### src/rtl/disp_pkg.sv
// Shared constants for the IO display path: active-low segment codes,
// converter state encoding and a digit decoder.
package disp_pkg;

    localparam int unsigned NUM_DIGITS = 5;
    localparam int unsigned DIGITS_W   = $clog2(NUM_DIGITS);

    // Active-low segment codes, bit order {g,f,e,d,c,b,a}
    localparam logic [6:0] SEG_BLANK = 7'b1111111;
    localparam logic [6:0] SEG_0     = 7'b1000000;
    localparam logic [6:0] SEG_1     = 7'b1111001;
    localparam logic [6:0] SEG_2     = 7'b0100100;
    localparam logic [6:0] SEG_3     = 7'b0110000;
    localparam logic [6:0] SEG_4     = 7'b0011001;
    localparam logic [6:0] SEG_5     = 7'b0010010;
    localparam logic [6:0] SEG_6     = 7'b0000010;
    localparam logic [6:0] SEG_7     = 7'b1111000;
    localparam logic [6:0] SEG_8     = 7'b0000000;
    localparam logic [6:0] SEG_9     = 7'b0010000;

    typedef enum logic [0:0] {IDLE, CONV} conv_state_e;

    // Non-decimal codes cannot come out of the converter; blank them anyway.
    function automatic logic [6:0] seg_decode(input logic [3:0] d);
        logic [6:0] s;
        case (d)
            4'd0:    s = SEG_0;
            4'd1:    s = SEG_1;
            4'd2:    s = SEG_2;
            4'd3:    s = SEG_3;
            4'd4:    s = SEG_4;
            4'd5:    s = SEG_5;
            4'd6:    s = SEG_6;
            4'd7:    s = SEG_7;
            4'd8:    s = SEG_8;
            4'd9:    s = SEG_9;
            default: s = SEG_BLANK;
        endcase
        return s;
    endfunction

endpackage

### src/rtl/bin2bcd_seq.sv
// Sequential binary-to-BCD converter (double-dabble, one bit per cycle).
// A load arriving while a conversion runs is parked in a single pending slot
// (newest wins) and started as soon as the current conversion completes.
module bin2bcd_seq
    import disp_pkg::*;
#(
    parameter int unsigned DATA_W = 14,
    parameter int unsigned DIGITS = 5
) (
    input  logic                  clk,
    input  logic                  rst_n,
    input  logic                  load,
    input  logic [DATA_W-1:0]     data_in,
    output logic                  busy,
    output logic                  done,
    output logic [4*DIGITS-1:0]   bcd
);

    localparam int unsigned CNT_W = $clog2(DATA_W);
    localparam int unsigned BCD_W = 4 * DIGITS;

    conv_state_e        state_q, state_d;
    logic [DATA_W-1:0]  bin_q, bin_d;
    logic [BCD_W-1:0]   bcd_q, bcd_d;
    logic [CNT_W-1:0]   cnt_q, cnt_d;
    logic               pending_q, pending_d;
    logic [DATA_W-1:0]  pend_data_q, pend_data_d;

    logic [BCD_W-1:0]   bcd_adj;
    logic [BCD_W-1:0]   bcd_step;
    logic [DATA_W-1:0]  bin_step;
    logic               last_step;

    // One double-dabble step: add 3 to nibbles >= 5, then shift {bcd, bin} left.
    always_comb begin
        bcd_adj = bcd_q;
        for (int i = 0; i < int'(DIGITS); i++) begin
            if (bcd_q[4*i +: 4] >= 4'd5) begin
                bcd_adj[4*i +: 4] = bcd_q[4*i +: 4] + 4'd3;
            end
        end
        bcd_step  = {bcd_adj[BCD_W-2:0], bin_q[DATA_W-1]};
        bin_step  = {bin_q[DATA_W-2:0], 1'b0};
        last_step = (cnt_q == CNT_W'(DATA_W - 1));
    end

    // Next-state logic: start, step, complete, and pending-load bookkeeping.
    always_comb begin
        state_d     = state_q;
        bin_d       = bin_q;
        bcd_d       = bcd_q;
        cnt_d       = cnt_q;
        pending_d   = pending_q;
        pend_data_d = pend_data_q;
        done        = 1'b0;

        case (state_q)
            IDLE: begin
                if (load) begin
                    bin_d     = data_in;
                    bcd_d     = '0;
                    cnt_d     = '0;
                    pending_d = 1'b0;
                    state_d   = CONV;
                end else if (pending_q) begin
                    // Only reachable when a load landed on a completion edge.
                    bin_d     = pend_data_q;
                    bcd_d     = '0;
                    cnt_d     = '0;
                    pending_d = 1'b0;
                    state_d   = CONV;
                end
            end
            CONV: begin
                bin_d = bin_step;
                bcd_d = bcd_step;
                cnt_d = cnt_q + CNT_W'(1);
                if (load) begin
                    pend_data_d = data_in;
                    pending_d   = 1'b1;
                end
                if (last_step) begin
                    done = 1'b1;
                    if (pending_q) begin
                        bin_d     = pend_data_q;
                        bcd_d     = '0;
                        cnt_d     = '0;
                        pending_d = load;
                    end else begin
                        state_d = IDLE;
                    end
                end
            end
            default: state_d = IDLE;
        endcase
    end

    // State and datapath registers.
    always_ff @(posedge clk) begin
        if (!rst_n) begin
            state_q     <= IDLE;
            bin_q       <= '0;
            bcd_q       <= '0;
            cnt_q       <= '0;
            pending_q   <= 1'b0;
            pend_data_q <= '0;
        end else begin
            state_q     <= state_d;
            bin_q       <= bin_d;
            bcd_q       <= bcd_d;
            cnt_q       <= cnt_d;
            pending_q   <= pending_d;
            pend_data_q <= pend_data_d;
        end
    end

    assign busy = (state_q == CONV);
    // Valid only while done is high: the result of the final step.
    assign bcd  = bcd_step;

endmodule

### src/rtl/io_display_driver.sv
// Shows the CPU IO output word in decimal on a multiplexed common-anode
// 7-segment display. Optional build macro: LEADING_ZERO_BLANK_EN blanks digits
// above the most-significant nonzero digit (ones digit always shown).
module io_display_driver
    import disp_pkg::*;
#(
    parameter int unsigned DATA_W      = 14,
    parameter int unsigned DIGITS      = NUM_DIGITS,
    parameter int unsigned REFRESH_DIV = 50000
) (
    input  logic              clk,
    input  logic              rst_n,
    input  logic              load,
    input  logic [DATA_W-1:0] data_in,
    output logic              busy,
    output logic [6:0]        seg,
    output logic [DIGITS-1:0] an
);

    localparam int unsigned REF_W = (REFRESH_DIV > 1) ? $clog2(REFRESH_DIV) : 1;
    localparam int unsigned IDX_W = (DIGITS == NUM_DIGITS) ? DIGITS_W :
                                    ((DIGITS > 1) ? $clog2(DIGITS) : 1);

    logic                done;
    logic [4*DIGITS-1:0] bcd;
    logic [4*DIGITS-1:0] disp_q;
    logic [REF_W-1:0]    ref_q;
    logic [IDX_W-1:0]    idx_q;
    logic [6:0]          seg_q;
    logic [DIGITS-1:0]   an_q;
    logic [3:0]          cur_digit;
    logic                cur_blank;

    bin2bcd_seq #(
        .DATA_W (DATA_W),
        .DIGITS (DIGITS)
    ) u_bin2bcd (
        .clk     (clk),
        .rst_n   (rst_n),
        .load    (load),
        .data_in (data_in),
        .busy    (busy),
        .done    (done),
        .bcd     (bcd)
    );

    // Display register: updated only when a conversion completes.
    always_ff @(posedge clk) begin
        if (!rst_n) begin
            disp_q <= '0;
        end else if (done) begin
            disp_q <= bcd;
        end
    end

    // Free-running refresh divider and digit-slot index.
    always_ff @(posedge clk) begin
        if (!rst_n) begin
            ref_q <= '0;
            idx_q <= '0;
        end else if (ref_q == REF_W'(REFRESH_DIV - 1)) begin
            ref_q <= '0;
            idx_q <= (idx_q == IDX_W'(DIGITS - 1)) ? '0 : idx_q + IDX_W'(1);
        end else begin
            ref_q <= ref_q + REF_W'(1);
        end
    end

    // Select the digit for the current slot and decide whether to blank it.
    always_comb begin
        cur_digit = '0;
        for (int i = 0; i < int'(DIGITS); i++) begin
            if (idx_q == IDX_W'(i)) begin
                cur_digit = disp_q[4*i +: 4];
            end
        end
`ifdef LEADING_ZERO_BLANK_EN
        begin
            logic lead;
            lead      = 1'b1;
            cur_blank = 1'b0;
            for (int i = int'(DIGITS) - 1; i >= 1; i--) begin
                if (disp_q[4*i +: 4] != 4'd0) begin
                    lead = 1'b0;
                end
                if (lead && (idx_q == IDX_W'(i))) begin
                    cur_blank = 1'b1;
                end
            end
        end
`else
        cur_blank = 1'b0;
`endif
    end

    // Registered scan outputs: selected anode low, matching segment pattern.
    always_ff @(posedge clk) begin
        if (!rst_n) begin
            seg_q <= SEG_BLANK;
            an_q  <= '1;
        end else begin
            an_q  <= ~(DIGITS'(1) << idx_q);
            seg_q <= cur_blank ? SEG_BLANK : seg_decode(cur_digit);
        end
    end

    assign seg = seg_q;
    assign an  = an_q;

endmodule

### config.mk
export PLATFORM = sky130hd
export DESIGN_NAME = io_display_driver
export DESIGN_NICKNAME = d
export VERILOG_FILES = /design/src/rtl/disp_pkg.sv /design/src/rtl/bin2bcd_seq.sv /design/src/rtl/io_display_driver.sv
export SDC_FILE = /design/constraint.sdc
export NUM_CORES = 1
export LEC_CHECK = 0
export ABC_AREA = 1
export CAP_MARGIN = 20
export CORE_MARGIN = 2
export CORE_UTILIZATION = 41
export DETAILED_ROUTE_END_ITERATION = 10
export SYNTH_ARGS = -nofsm -noshare
export SYNTH_HDL_FRONTEND = slang
export SYNTH_SLANG_ARGS = --single-unit
### constraint.sdc
create_clock -name clk -period 2.3 [get_ports clk]
set_input_delay 0.575 -clock clk [delete_from_list [all_inputs] [get_ports clk]]
set_output_delay 0.575 -clock clk [all_outputs]
set_load 0.01 [all_outputs]
== Yosys cells after proc, flatten, opt, wreduce, memory -nomap -nowiden ==
Memory sizes are Yosys's and may differ from the RTL's. A register that Yosys moved wholly into a read port is not among the register bits.
Cells that the tools add are included.

* Memory bits (read-only): 112
* Latch bits: 0
* Memories: 1
* Bits in registers: 98
* Output and inout port bits: 13
* Bits in writable memories: 0
* Input bits: 17

* Bitwise gates (word level): 3
* $lt $le $gt $ge: 5
* Eq/ne operators: 7
* Shifts and indexed selects: 1
* Reductions and logical operators: 4
* Add/sub/neg operators: 8
* Divide/modulo/power cells: 0
* Multiply operators: 0
* Multiplexer cells: 36

{| class="wikitable"
|+ Memory list
! name !! words !! width !! rd ports !! clocked after Yosys merged registers in !! wr ports !! RTL line !! RTL
|-
| (no name shown) || 16 || 7 || 1 || 1 || 0 || disp_pkg.sv:26 || <nowiki>case (d)</nowiki>
|}

{| class="wikitable"
|+ Operators by type and width
! operator !! count
|-
| 2-to-1 mux 20 bit || 4
|-
| 2-to-1 mux 14 bit || 4
|-
| 2-to-1 mux 4 bit || 13
|-
| case mux 20 bit (2 select lines) || 1
|-
| case mux 14 bit (2 select lines) || 1
|-
| >= comparator 4 x 3 -> 1 bit, second input constant || 5
|-
| adder 16 x 1 -> 16 bit, second input constant || 1
|-
| adder 4 x 2 -> 4 bit, second input constant || 4
|-
| equality test 16 bit, second input constant || 1
|-
| 2-to-1 mux 1 bit || 8
|-
| case mux 4 bit (2 select lines) || 1
|-
| equality test 3 x 2 -> 1 bit, second input constant || 2
|-
| 2-to-1 mux 3 bit || 2
|-
| NOT 5 bit || 1
|-
| left shift 1 x 3 -> 5 bit, first input constant || 1
|-
| adder 4 x 1 -> 4 bit, second input constant || 1
|-
| equality test 4 bit, second input constant || 1
|-
| case mux 1 bit (2 select lines) || 2
|-
| adder 3 x 1 -> 3 bit, second input constant || 1
|-
| adder 3 x 2 -> 3 bit, second input constant || 1
|-
| equality test 3 x 1 -> 1 bit, second input constant || 1
|-
| equality test 3 bit, second input constant || 1
|-
| zero test 3 bit || 1
|-
| inequality test 3 x 2 -> 1 bit, second input constant || 1
|-
| other kinds (4) || 5
|}

== Longest topological paths before layout ==
* Depth in word-level cells: 6
* Depth in mapped cells: 17
* Gate-level depth less buffers: 17

== Hierarchy ==
Synthesis repeated with hierarchy kept, for this count alone.

* Cell total of the unflattened synthesis: 767
* Area, all modules: 5357.6 µm²

{| class="wikitable"
|+ Modules (own cells, without submodules)
! module !! area an instance (µm²) !! seq. area each (µm²) !! times used !! cells each
|-
| bin2bcd_seq || 3055.4 || 1081.0 || 1 || 453
|-
| io_display_driver || 2302.2 || 1021.0 || 1 || 314
|}

== Least setup slack after synthesis ==
No wires, ideal clock.

* Kind: register -> register
* Start: register idx_q[2]
* End: register seg_q[3], in the netlist seg[3]
* Arrival time: 1749 ps
* Setup time: 118 ps
* Cell stages (with the launch flop): 15
* Setup slack: 433 ps
* Path through: dfxtp_1 > inv_2 > ha_1 > inv_1 > o21ai_0 > inv_1 > nand2_1 > nand2_2 > inv_1 > ha_1 > inv_1 > nand2_1 > nand2_1 > nand2_1 > nand2_1

* Longest elaborated chain between the ends: 6
* Elaborated cells on any way between the ends: 10
* Classes of those cells: eq/ne: 4; mux: 5; reduce/logical: 1

{| class="wikitable"
|+ RTL lines
! element !! RTL line !! RTL
|-
| start, declared || io_display_driver.sv:28 || <nowiki>logic [IDX_W-1:0] idx_q;</nowiki>
|-
| start signal, assigned || io_display_driver.sv:63 || <nowiki>idx_q <= (idx_q == IDX_W'(DIGITS - 1)) ? '0 : idx_q + IDX_W'(1);</nowiki>
|-
| zero test 3 bit || io_display_driver.sv:73 || <nowiki>if (idx_q == IDX_W'(i)) begin</nowiki>
|-
| 2-to-1 mux 4 bit (4 in a row) || io_display_driver.sv:73 ||
|-
| 2-to-1 mux 4 bit (*) || io_display_driver.sv:73 ||
|-
| end, declared || io_display_driver.sv:29 || <nowiki>logic [6:0] seg_q;</nowiki>
|}

Mark *: on every way between the ends. The rest lies on a longest branch, timed or not.
A chain may end at the register's enable or synchronous reset.

== Final worst setup path ==
* Start: register u_bin2bcd.state_q, in the netlist u_bin2bcd.busy
* End: output port busy

{| class="wikitable"
|+ RTL lines
! element !! RTL line !! RTL
|-
| start, declared || bin2bcd_seq.sv:22 || <nowiki>conv_state_e state_q, state_d;</nowiki>
|-
| start signal, assigned || bin2bcd_seq.sv:108 || <nowiki>state_q <= state_d;</nowiki>
|-
| end, declared || io_display_driver.sv:15 || <nowiki>output logic busy,</nowiki>
|}

No word-level cell between the ends.

==> qor.txt <==
status = complete, no violations
kind of critical path = flop to output pin
core area = 12100 um2
R2R Setup Slk = 0.25 ns
Post-CTS Resized = 0
total power = 0.00359 W
DRT antenna net count = 0
clock-pin slew on the worst setup and hold paths = 0.07 ns
Final Instance Area = 5860 um2
reg2reg start = idx_q[2]
Port Buffers = 29
most frequent cell after synthesis = nand2_1
clock root buffer = clkbuf_16
Post-DP Area = 5600 um2
DP Wirelength = 7.74 mm
ant diodes = 0
DP Worst Slack = 0.248 ns
Worst Setup End Kind = output pin
Iter 0 DRT Violations = 245
Max-cap violations = 0
final WL = 10.9 mm
met2 Resource Use GR = 0.286
Worst Reg-to-Reg Cells = 14
total I/O pin count = 30
GR Layer Usage met3 = 0.0459
Die W = 115 um
die area = 13300 um2
starting density of the core = 0.421
final worst-path cycle share = 0.909
Net Count, Synth = 735
Levels on crit path = 1
die height = 115 um
RSZ-0062 raised after global routing = no
via count of the first global-routing pass = 4140
Synth top cells by count = nand2_1 (125), dfxtp_1 (105), a21oi_1 (102), inv_1 (72), nor2_1 (72)
CTS tree = done
CP startpoint = u_bin2bcd.busy
post-layout net count = 765
crit-path cells = clkdlybuf4s50_1
total CTS buffers = 9
CP Max Fanout = 9
slowest CP cell = clkdlybuf4s50_1
worst setup margin = 0.210 ns
FF+latch count, synth = 105
Setup crit end = busy
largest area contributor in the netlist = dfxtp_1
most used routing layer = met2
post-synthesis sequential area ratio = 0.413
Post-synth EDFFs = 0
DR vias = 4436
H-tree levels = 3
Post-Synthesis Cells = 699
final setup fails = 0
Reg-to-Reg End = seg[3]
count of different cell masters after synthesis = 40
PwrDens = 611 nW/um2
Worst path max stage delay = 0.62 ns
synth top area cells = dfxtp_1 (41%), a21oi_1 (10%), nand2_1 (9.2%)
Arr. time, crit path = 1.52 ns
Wirelength per Cell = 12.1 um
slew at the pin closest to its max-slew limit = 0.788 ns
Fmax = 0.478 GHz
Peak VDD IR = 0.421 mV
Post-Synthesis Cell Area = 5080 um2
CTS Hold Bufs = 0
vias per std cell = 4.92
Worst Skew = 0.00767 ns
Tmin final = 2.09 ns
synth warn = 0
P&R area growth vs syn = 15.4%
Async S/R FF share, synth = 0
setup TNS = 0 ns
FP Rows = 40
Total Routing Usage GR = 0.172
Yosys top cell area share = 0.413
Main synth FF type = dfxtp_1
residual DRC count = 0
Buf/Inv on CP = 1
initial antenna violation count = 0
Final GP Congestion = 0.830
worst rel slew slack = 0.474
fillers = 1176
worst hold slack = 0.453 ns
Bufs on Longest Clock Path = 2
Clk Latency, worst-skew pair = 0.35 ns
grt met1 use = 0.217
Final Hold Vio Count = 0
Post-CTS Repair Setup Buffers = 0
largest net degree at the start of global routing = 30
Final Slew Violations = 0
share of layout cells above drive strength 1 = 0.0914
LEAKAGE = 2.35 nW
CP Launch Type = flop
min-delay worst type = flop to flop
Mean Syn Cell Area = 7.27 um2
CP required = 1.73 ns
Initial DRT Pass Iterations = 6
crit-path leading delay family = buffers and inverters
clk sink count = 105
grt ovf = 0
first-pass GRT wire length = 18.5 mm
[sequential cells by signal (all words and copies together) (netlist names)]
signal / flops
ref_q: 16
disp_q: 20
u_bin2bcd.cnt_q: 4
u_bin2bcd.bin_q: 14
u_bin2bcd.pend_data_q: 14
an: 5
u_bin2bcd.pending_q: 1
u_bin2bcd.busy: 1
idx_q: 3
u_bin2bcd.bcd_q: 20
seg: 7
[cells in the final DEF, fill, tap and decap left out, types with 4 or more instances in the layout]
cell             instances
a211oi_1                 8
a21oi_1                102
a21oi_4                  4
a22oi_1                  5
buf_4                   16
clkbuf_16                9
clkdlybuf4s50_1         29
dfxtp_1                105
ha_1                    19
inv_1                   72
inv_2                    7
nand2_1                125
nand2_2                  6
nand3_1                 17
nor2_1                  72
nor2_2                   6
nor3_1                   8
o21a_1                   6
o21ai_0                 65
or2_2                    5
xor2_1                  10
[kinds of logic (layout without fill, tap and decap cells)]
kind of cell / Yosys count / in the layout / share of synthesized area
buf+inv: 109 / 143 / 0.0852
simple gates: 257 / 257 / 0.219
compound gates: 197 / 197 / 0.215
flops: 105 / 105 / 0.413
fa+ha+maj: 19 / 19 / 0.0468
xor+xnor: 12 / 12 / 0.0207
[cell type report]
class	instances	area (um2)	area share
clock inverters	3	17.5	0.00299
inverters	82	309	0.0527
multi-input cells	485	2550	0.435
well taps	168	210	0.0358
flip-flops and latches	105	2100	0.358
repair buffers	46	430	0.0734
clock buffers	12	246	0.0420
[metal layers]
| metal | part of all wire | vias to the layer above |
|---|---|---|
| li1 | - | 2341 |
| met2 | 0.46 | 73 |
| met5 | 0 | - |
| met1 | 0.49 | 2011 |
| met4 | 0.010 | 0 |
| met3 | 0.036 | 11 |
[where the power goes]
part	total [W]	leakage (nW)	internal, W	switching [W]
Sequential	0.00191	0.855	0.00187	0.0000331
Combinational	0.000282	1.37	0.000117	0.000165
Clock	0.00140	0.128	0.000755	0.000644
Total	0.00359	2.35	0.00274	0.000841
[worst min-delay path by stage]
stage | startpoint | end | slack [ns] | cells after the start
2_1_floorplan | ref_q[0] | ref_q[0] | 0.42 | 1
3_3_place_gp | ref_q[0] | ref_q[0] | 0.43 | 1
3_5_place_dp | ref_q[0] | ref_q[0] | 0.44 | 1
4_1_cts | ref_q[0] | ref_q[0] | 0.45 | 1
5_1_grt | u_bin2bcd.bin_q[3] | u_bin2bcd.bin_q[4] | 0.48 | 2
6_report | ref_q[0] | ref_q[0] | 0.45 | 1
[through the flow]
step | cells | utilization
6_report | 901 | 0.486
5_1_grt | 901 | 0.486
4_1_cts | 901 | 0.486
3_5_place_dp | 886 | 0.464
3_3_place_gp | 886 | 0.464
2_1_floorplan | 699 | -
Note: power is estimated with default switching activity, not from simulation.
